### src/rtl/cmd_reader_pkg.sv
// Shared definitions for the command reader: FSM encodings, command ids and
// the control characters that steer line editing.
package cmd_reader_pkg;

  typedef enum logic [1:0] {
    ST_IDLE    = 2'd0,
    ST_READ    = 2'd1,
    ST_DISCARD = 2'd2,
    ST_RESULT  = 2'd3
  } state_e;

  typedef enum logic [1:0] {
    RX_IDLE  = 2'd0,
    RX_START = 2'd1,
    RX_DATA  = 2'd2,
    RX_STOP  = 2'd3
  } rx_state_e;

  localparam logic [1:0] CMD_NONE = 2'd0;
  localparam logic [1:0] CMD_LED  = 2'd1;
  localparam logic [1:0] CMD_HELP = 2'd2;
  localparam logic [1:0] CMD_PING = 2'd3;

  localparam logic [7:0] CH_CR = 8'h0D;
  localparam logic [7:0] CH_LF = 8'h0A;
  localparam logic [7:0] CH_BS = 8'h08;

  function automatic logic is_printable(input logic [7:0] c);
    return (c >= 8'h20) && (c <= 8'h7E);
  endfunction

  function automatic logic is_term(input logic [7:0] c);
    return (c == CH_CR) || (c == CH_LF);
  endfunction

endpackage

### src/rtl/cmd_reader_rx.sv
// UART 8N1 receiver: two-flop synchroniser, glitch-rejecting start detect,
// centre sampling, registered byte strobe and frame-error pulse.
module rx
  import cmd_reader_pkg::*;
#(
  parameter int CLKS_PER_BIT = 234
) (
  input  logic       clk,
  input  logic       rst,
  input  logic       rx,
  output logic [7:0] data_in,
  output logic       rx_strobe,
  output logic       frame_err
);

  localparam int CNT_W = $clog2(CLKS_PER_BIT);
  localparam logic [CNT_W-1:0] CNT_FULL = CNT_W'(CLKS_PER_BIT - 1);
  localparam logic [CNT_W-1:0] CNT_HALF = CNT_W'(CLKS_PER_BIT / 2 - 1);

  logic             sync1_q, sync1_d, sync2_q, sync2_d, prev_q, prev_d;
  logic [1:0]       warm_q, warm_d;
  rx_state_e        rstate_q, rstate_d;
  logic [CNT_W-1:0] cnt_q, cnt_d;
  logic [2:0]       bit_q, bit_d;
  logic [7:0]       shift_q, shift_d, data_q, data_d;
  logic             strobe_q, strobe_d, ferr_q, ferr_d;
  logic             fall;

  // Edges only count once prev/sync2 both hold real line samples after reset,
  // so a line that was already low during reset cannot fake a start bit.
  assign fall = (warm_q == 2'd3) && prev_q && !sync2_q;

  always_comb begin
    sync1_d  = rx;
    sync2_d  = sync1_q;
    prev_d   = sync2_q;
    warm_d   = (warm_q == 2'd3) ? warm_q : warm_q + 1'b1;
    rstate_d = rstate_q;
    cnt_d    = cnt_q + 1'b1;
    bit_d    = bit_q;
    shift_d  = shift_q;
    data_d   = data_q;
    strobe_d = 1'b0;
    ferr_d   = 1'b0;
    case (rstate_q)
      RX_IDLE: begin
        cnt_d = '0;
        if (fall) rstate_d = RX_START;
      end
      RX_START: begin
        if (cnt_q == CNT_HALF) begin
          cnt_d    = '0;
          bit_d    = '0;
          rstate_d = sync2_q ? RX_IDLE : RX_DATA;
        end
      end
      RX_DATA: begin
        if (cnt_q == CNT_FULL) begin
          cnt_d   = '0;
          shift_d = {sync2_q, shift_q[7:1]};
          if (bit_q == 3'd7) rstate_d = RX_STOP;
          else               bit_d    = bit_q + 1'b1;
        end
      end
      RX_STOP: begin
        if (cnt_q == CNT_FULL) begin
          cnt_d    = '0;
          rstate_d = RX_IDLE;
          if (sync2_q) begin
            strobe_d = 1'b1;
            data_d   = shift_q;
          end else begin
            ferr_d = 1'b1;
          end
        end
      end
    endcase
  end

  always_ff @(posedge clk) begin
    if (rst) begin
      sync1_q  <= 1'b1;
      sync2_q  <= 1'b1;
      prev_q   <= 1'b1;
      warm_q   <= '0;
      rstate_q <= RX_IDLE;
      cnt_q    <= '0;
      bit_q    <= '0;
      strobe_q <= 1'b0;
      ferr_q   <= 1'b0;
    end else begin
      sync1_q  <= sync1_d;
      sync2_q  <= sync2_d;
      prev_q   <= prev_d;
      warm_q   <= warm_d;
      rstate_q <= rstate_d;
      cnt_q    <= cnt_d;
      bit_q    <= bit_d;
      strobe_q <= strobe_d;
      ferr_q   <= ferr_d;
    end
  end

  always_ff @(posedge clk) begin
    shift_q <= shift_d;
    data_q  <= data_d;
  end

  assign data_in   = data_q;
  assign rx_strobe = strobe_q;
  assign frame_err = ferr_q;

endmodule

### src/rtl/cmd_reader.sv
// Line-editing command reader: collects UART characters into a buffer and
// reports a recognised command id (or an error) when a line terminator arrives.
module cmd_reader
  import cmd_reader_pkg::*;
#(
  parameter int CLKS_PER_BIT = 234,
  parameter int BUF_LEN      = 8
) (
  input  logic       clk,
  input  logic       rst,
  input  logic       enable,
  input  logic       rx,
  output logic       cmd_valid,
  output logic       cmd_error,
  output logic [1:0] cmd_id,
  output logic [1:0] cmd_state,
  output logic       frame_err
);

  localparam int PTR_W = $clog2(BUF_LEN + 1);
  localparam int IDX_W = $clog2(BUF_LEN);

  logic [7:0] rx_data;
  logic       rx_strobe;

  rx #(.CLKS_PER_BIT(CLKS_PER_BIT)) u_rx (
    .clk       (clk),
    .rst       (rst),
    .rx        (rx),
    .data_in   (rx_data),
    .rx_strobe (rx_strobe),
    .frame_err (frame_err)
  );

  state_e                   state_q, state_d;
  logic [PTR_W-1:0]         ptr_q, ptr_d;
  logic [BUF_LEN-1:0][7:0]  buf_q, buf_d;
  logic                     cmd_valid_q, cmd_valid_d, cmd_error_q, cmd_error_d;
  logic [1:0]               cmd_id_q, cmd_id_d, match_id;

  function automatic logic [1:0] match_cmd(input logic [BUF_LEN-1:0][7:0] b,
                                           input logic [PTR_W-1:0] n);
    if (n == PTR_W'(3) && b[0] == "l" && b[1] == "e" && b[2] == "d")
      return CMD_LED;
    if (n == PTR_W'(4) && b[0] == "h" && b[1] == "e" && b[2] == "l" && b[3] == "p")
      return CMD_HELP;
    if (n == PTR_W'(4) && b[0] == "p" && b[1] == "i" && b[2] == "n" && b[3] == "g")
      return CMD_PING;
    return CMD_NONE;
  endfunction

  assign match_id = match_cmd(buf_q, ptr_q);

  always_comb begin
    state_d     = state_q;
    ptr_d       = ptr_q;
    buf_d       = buf_q;
    cmd_valid_d = 1'b0;
    cmd_error_d = 1'b0;
    cmd_id_d    = cmd_id_q;
    // Dropping enable wins over everything, including a terminator in flight.
    if (!enable) begin
      state_d = ST_IDLE;
      ptr_d   = '0;
    end else begin
      case (state_q)
        ST_IDLE: begin
          ptr_d   = '0;
          state_d = ST_READ;
        end
        ST_READ: begin
          if (rx_strobe) begin
            if (is_term(rx_data)) begin
              if (ptr_q != '0) begin
                state_d     = ST_RESULT;
                cmd_id_d    = match_id;
                cmd_valid_d = (match_id != CMD_NONE);
                cmd_error_d = (match_id == CMD_NONE);
              end
            end else if (is_printable(rx_data)) begin
              if (ptr_q == PTR_W'(BUF_LEN)) begin
                state_d = ST_DISCARD;
              end else begin
                buf_d[ptr_q[IDX_W-1:0]] = rx_data;
                ptr_d = ptr_q + 1'b1;
              end
            end else if (rx_data == CH_BS && ptr_q != '0) begin
              ptr_d = ptr_q - 1'b1;
            end
          end
        end
        ST_DISCARD: begin
          if (rx_strobe && is_term(rx_data)) begin
            state_d     = ST_RESULT;
            cmd_id_d    = CMD_NONE;
            cmd_error_d = 1'b1;
          end
        end
        ST_RESULT: begin
          ptr_d   = '0;
          state_d = ST_READ;
        end
      endcase
    end
  end

  always_ff @(posedge clk) begin
    if (rst) begin
      state_q     <= ST_IDLE;
      ptr_q       <= '0;
      cmd_valid_q <= 1'b0;
      cmd_error_q <= 1'b0;
      cmd_id_q    <= CMD_NONE;
    end else begin
      state_q     <= state_d;
      ptr_q       <= ptr_d;
      cmd_valid_q <= cmd_valid_d;
      cmd_error_q <= cmd_error_d;
      cmd_id_q    <= cmd_id_d;
    end
  end

  always_ff @(posedge clk) begin
    buf_q <= buf_d;
  end

  assign cmd_valid = cmd_valid_q;
  assign cmd_error = cmd_error_q;
  assign cmd_id    = cmd_id_q;
  assign cmd_state = state_q;

endmodule
### config.mk
export PLATFORM = sky130hd
export DESIGN_NAME = cmd_reader
export DESIGN_NICKNAME = d
export VERILOG_FILES = /design/src/rtl/cmd_reader_pkg.sv /design/src/rtl/cmd_reader_rx.sv /design/src/rtl/cmd_reader.sv
export SDC_FILE = /design/constraint.sdc
export NUM_CORES = 1
export LEC_CHECK = 0
export BUFFER_PORTS_ARGS = -buffer_cell sky130_fd_sc_hd__buf_2
export CORE_AREA = 2 2 96 98
export DETAILED_ROUTE_END_ITERATION = 16
export DIE_AREA = 0 0 98 100
export PLACE_DENSITY_LB_ADDON = 0.12
export SLEW_MARGIN = 20
export SYNTH_ARGS = -nofsm -noshare
export SYNTH_HDL_FRONTEND = slang
export SYNTH_SLANG_ARGS = --single-unit
### constraint.sdc
create_clock -name clk -period 3.6 [get_ports clk]
set_clock_uncertainty 0.1 [all_clocks]
set_input_delay 0 -clock clk [delete_from_list [all_inputs] [get_ports clk]]
set_output_delay 0 -clock clk [all_outputs]
set_load 0.01 [all_outputs]
==> impl_metrics.tcl <==
set metrics [dict create \
    reg2reg_slack_ns 1.02 \
    insertion_delay_ns 0.33 \
    endpoint "ptr_q[3]" \
    wl_um 6030 \
    reg2reg_to "ptr_q[3]" \
    h-tree-depth 3 \
    period_share_pct 71.5 \
    ys_warn_count 0 \
    arrival_ns 2.74 \
    worstPathMaxFanout 7 \
    power.total_uw 1510 \
    ir_drop_mv 0.265 \
    synth_fp_nets 280 \
    postCtsSetupRepairBufs 0 \
    finalCoreUtilization_pct 41.7 \
    final_area_um2 3700 \
    n_antenna_cell 0 \
    reg2reg_depth 9 \
    cts_tree "done" \
    fin_tns_setup_ns 0 \
    reg2reg_from "u_rx.data_in[6]" \
    grt_max_degree 17 \
    async_flop_share_pct 0 \
    via_count 2044 \
    core_area_um2 8890 \
    placed_cell_area_um2 3520 \
    path_clk_slew_ns 0.07 \
    grt_pass1_wl_um 10100 \
    nets 303 \
    relSlewSlack_pct 54.9 \
    outcome "finished clean" \
    fmax_mhz 388 \
    fin_crit_ns 2.58 \
    critPathLaunch "u_rx.data_in[6]" \
    area_growth_pct 11.4 \
    portBuffers 10 \
    ys_ff_latch 78 \
    setup.worst_path.start_class "flop" \
    setup_viol 0 \
    hold_start "rx" \
    hpwl_um 4360 \
    gp_congestion 0.754 \
    cts_hold_buf 3 \
    netlist_area_um2 3330 \
    leakage_uw 0.00128 \
    drtIter0Drc 74 \
    synthCells 264 \
    grt_overflow 0 \
    routedWlPerCell_um 15.0 \
    drtAntennaViolNets 0 \
    maxCapViolations 0 \
    hold_class "in -> reg" \
    rsz0062_at_grt "no" \
    grt_pass1_vias 1983 \
    worst_setup_path_end_kind "flop" \
    avgSynthCellArea_um2 12.6 \
    cts_inserted_buffers 9 \
    cts_resized 0 \
    dieWidth_um 98 \
    ys_seq_area_share_pct 61.4 \
    pwr_density_cell_nw_per_um2 408 \
    cts_max_path_buffers 2 \
    worstSetupPathType "reg -> reg" \
    hold_viol_final 0 \
    cts_root_buffer "clkbuf_8" \
    num_rows 35 \
    io_pins 11 \
    die_area_um2 9800 \
    antenna_found_initial 0 \
    required_ns 3.76 \
    vias_per_cell 5.07 \
    start_util_pct 37.4 \
    final_max_slew_viol_count 0 \
    clock_sinks 78 \
    synthFlopType "edfxtp_1" \
    synth_edf_count 48 \
    fp.dieH_um 100 \
    drive_gt1_share_pct 12.7 \
    grt_usage_pct 13.2 \
    firstDrtPassIters 4 \
    drc_errors 0 \
    synth_cell_types 55 \
    tightest_slew_ns 0.674 \
]
[placed cells by master (no fill, tap or decap), drive strengths merged, types with 3 or more instances in the layout]
| cell type | netlist | layout |
|---|---|---|
| clkbuf | 4 | 9 |
| edfxtp | 48 | 48 |
| a21oi | 9 | 9 |
| nor4bb | 4 | 4 |
| nor3 | 7 | 7 |
| nor4b | 4 | 4 |
| or2 | 4 | 4 |
| inv | 13 | 13 |
| nor2b | 4 | 4 |
| nand4 | 5 | 5 |
| buf | 1 | 14 |
| nor4 | 8 | 8 |
| dfxtp | 30 | 30 |
| clkinv | 0 | 6 |
| o21ai | 4 | 4 |
| nand2 | 15 | 15 |
| nand2b | 4 | 4 |
| nand3 | 9 | 9 |
| mux2i | 7 | 7 |
| nor2 | 23 | 23 |
| xor2 | 6 | 6 |
| nor3b | 4 | 4 |
| nand3b | 3 | 3 |
| and2 | 3 | 3 |
| ha | 11 | 11 |
| dlygate4sd3 | 0 | 3 |
[worst min path at each step]
stage / end / slack (ns) / depth (start not counted)
floorplan: u_rx.sync1_q / 0.004 / 1
global placement: u_rx.sync1_q / 0.09 / 2
detailed placement: u_rx.sync1_q / 0.09 / 2
CTS: u_rx.sync1_q / 0.26 / 3
global route: u_rx.sync1_q / 0.27 / 3
finish: u_rx.sync1_q / 0.29 / 3
[routing by layer]
metal  up-vias  track usage, %  wire [um]
li1       1030               -          -
met1       988            16.9       2820
met2        20            21.8       2970
met3         6            4.18        170
met4         0            3.63         67
met5         -               0          0
[sequential cells by signal, indices dropped and copies added (netlist names), named ones only]
register / cells
buf_q: 32
cmd_error: 1
cmd_id: 2
cmd_state: 2
cmd_valid: 1
ptr_q: 4
u_rx.bit_q: 3
u_rx.cnt_q: 8
u_rx.data_in: 8
u_rx.frame_err: 1
u_rx.prev_d: 1
u_rx.prev_q: 1
u_rx.rstate_q: 1
u_rx.rx_strobe: 1
u_rx.shift_q: 8
u_rx.sync1_q: 1
u_rx.warm_q: 2
[synthesized netlist by cell type, drive strengths merged (2+ instances only)]
cell type	count	area (um^2)
nor3	7	35.0
a2111oi	2	36.3
nand3b	3	22.5
o21ai	4	20.0
nor3b	4	30.0
nor4	8	50.1
a31oi	2	12.5
and2	3	18.8
clkbuf	4	15.0
a22oi	2	15.0
a21oi	9	45.0
xnor2	2	17.5
inv	13	48.8
edfxtp	48	1440
nand4	5	31.3
nor2	23	86.3
nor4bb	4	40.0
o211ai	2	15.0
xor2	6	52.6
nor4b	4	41.3
nand2	15	56.3
nand2b	4	25.0
mux2i	7	70.1
nand3	9	55.1
and3	2	12.5
dfxtp	30	601
or4b	2	23.8
nor2b	4	25.0
ha	11	138
or3	2	12.5
or2	4	25.0
[power by group]
group	internal, uW	switching, uW	leakage (uW)
Combinational	18.1	21.7	0.000534
Sequential	945	5.27	0.000674
Clock	237	286	0.0000766
[logic make-up (layout without fill, tap and decap cells)]
| logic type | count (synthesis) | count (layout) | share of synthesized area, % |
|---|---|---|---|
| simple gates | 110 | 110 | 19.8 |
| flops | 78 | 78 | 61.4 |
| compound gates | 30 | 30 | 6.96 |
| buf+inv | 18 | 46 | 2.26 |
| fa+ha+maj | 12 | 12 | 4.74 |
| xor+xnor | 9 | 9 | 2.78 |
| mux | 7 | 7 | 2.11 |
[per-stage QoR]
step / instances / setup slack, ns / hold slack [ns]
2_1_floorplan: 264 / 1.06 / 0.00381
3_3_place_gp: 384 / 1.06 / 0.0894
3_5_place_dp: 384 / 1.02 / 0.0895
4_1_cts: 403 / 1.01 / 0.261
5_1_grt: 403 / 0.854 / 0.271
6_report: 403 / 1.02 / 0.291
[critical path: stages, from the launching register on]
cell and delay [ns]:
edfxtp_1 0.52, and4_1 0.24, a41oi_2 0.42, inv_1 0.12
ha_1 0.30, a21o_1 0.18, a21oi_1 0.16, xnor3_1 0.21
nand2b_1 0.14, mux2i_1 0.12
[cell type report]
cell class	count	area [um^2]
Clock inverter	7	31.3
Tap cell	111	139
Inverter	13	48.8
Timing Repair Buffer	17	110
Multi-Input combinational cell	168	1210
Clock buffer	9	124
Fill cell	854	5190
Sequential cell	78	2040
Power figures use the tool's default switching activity.
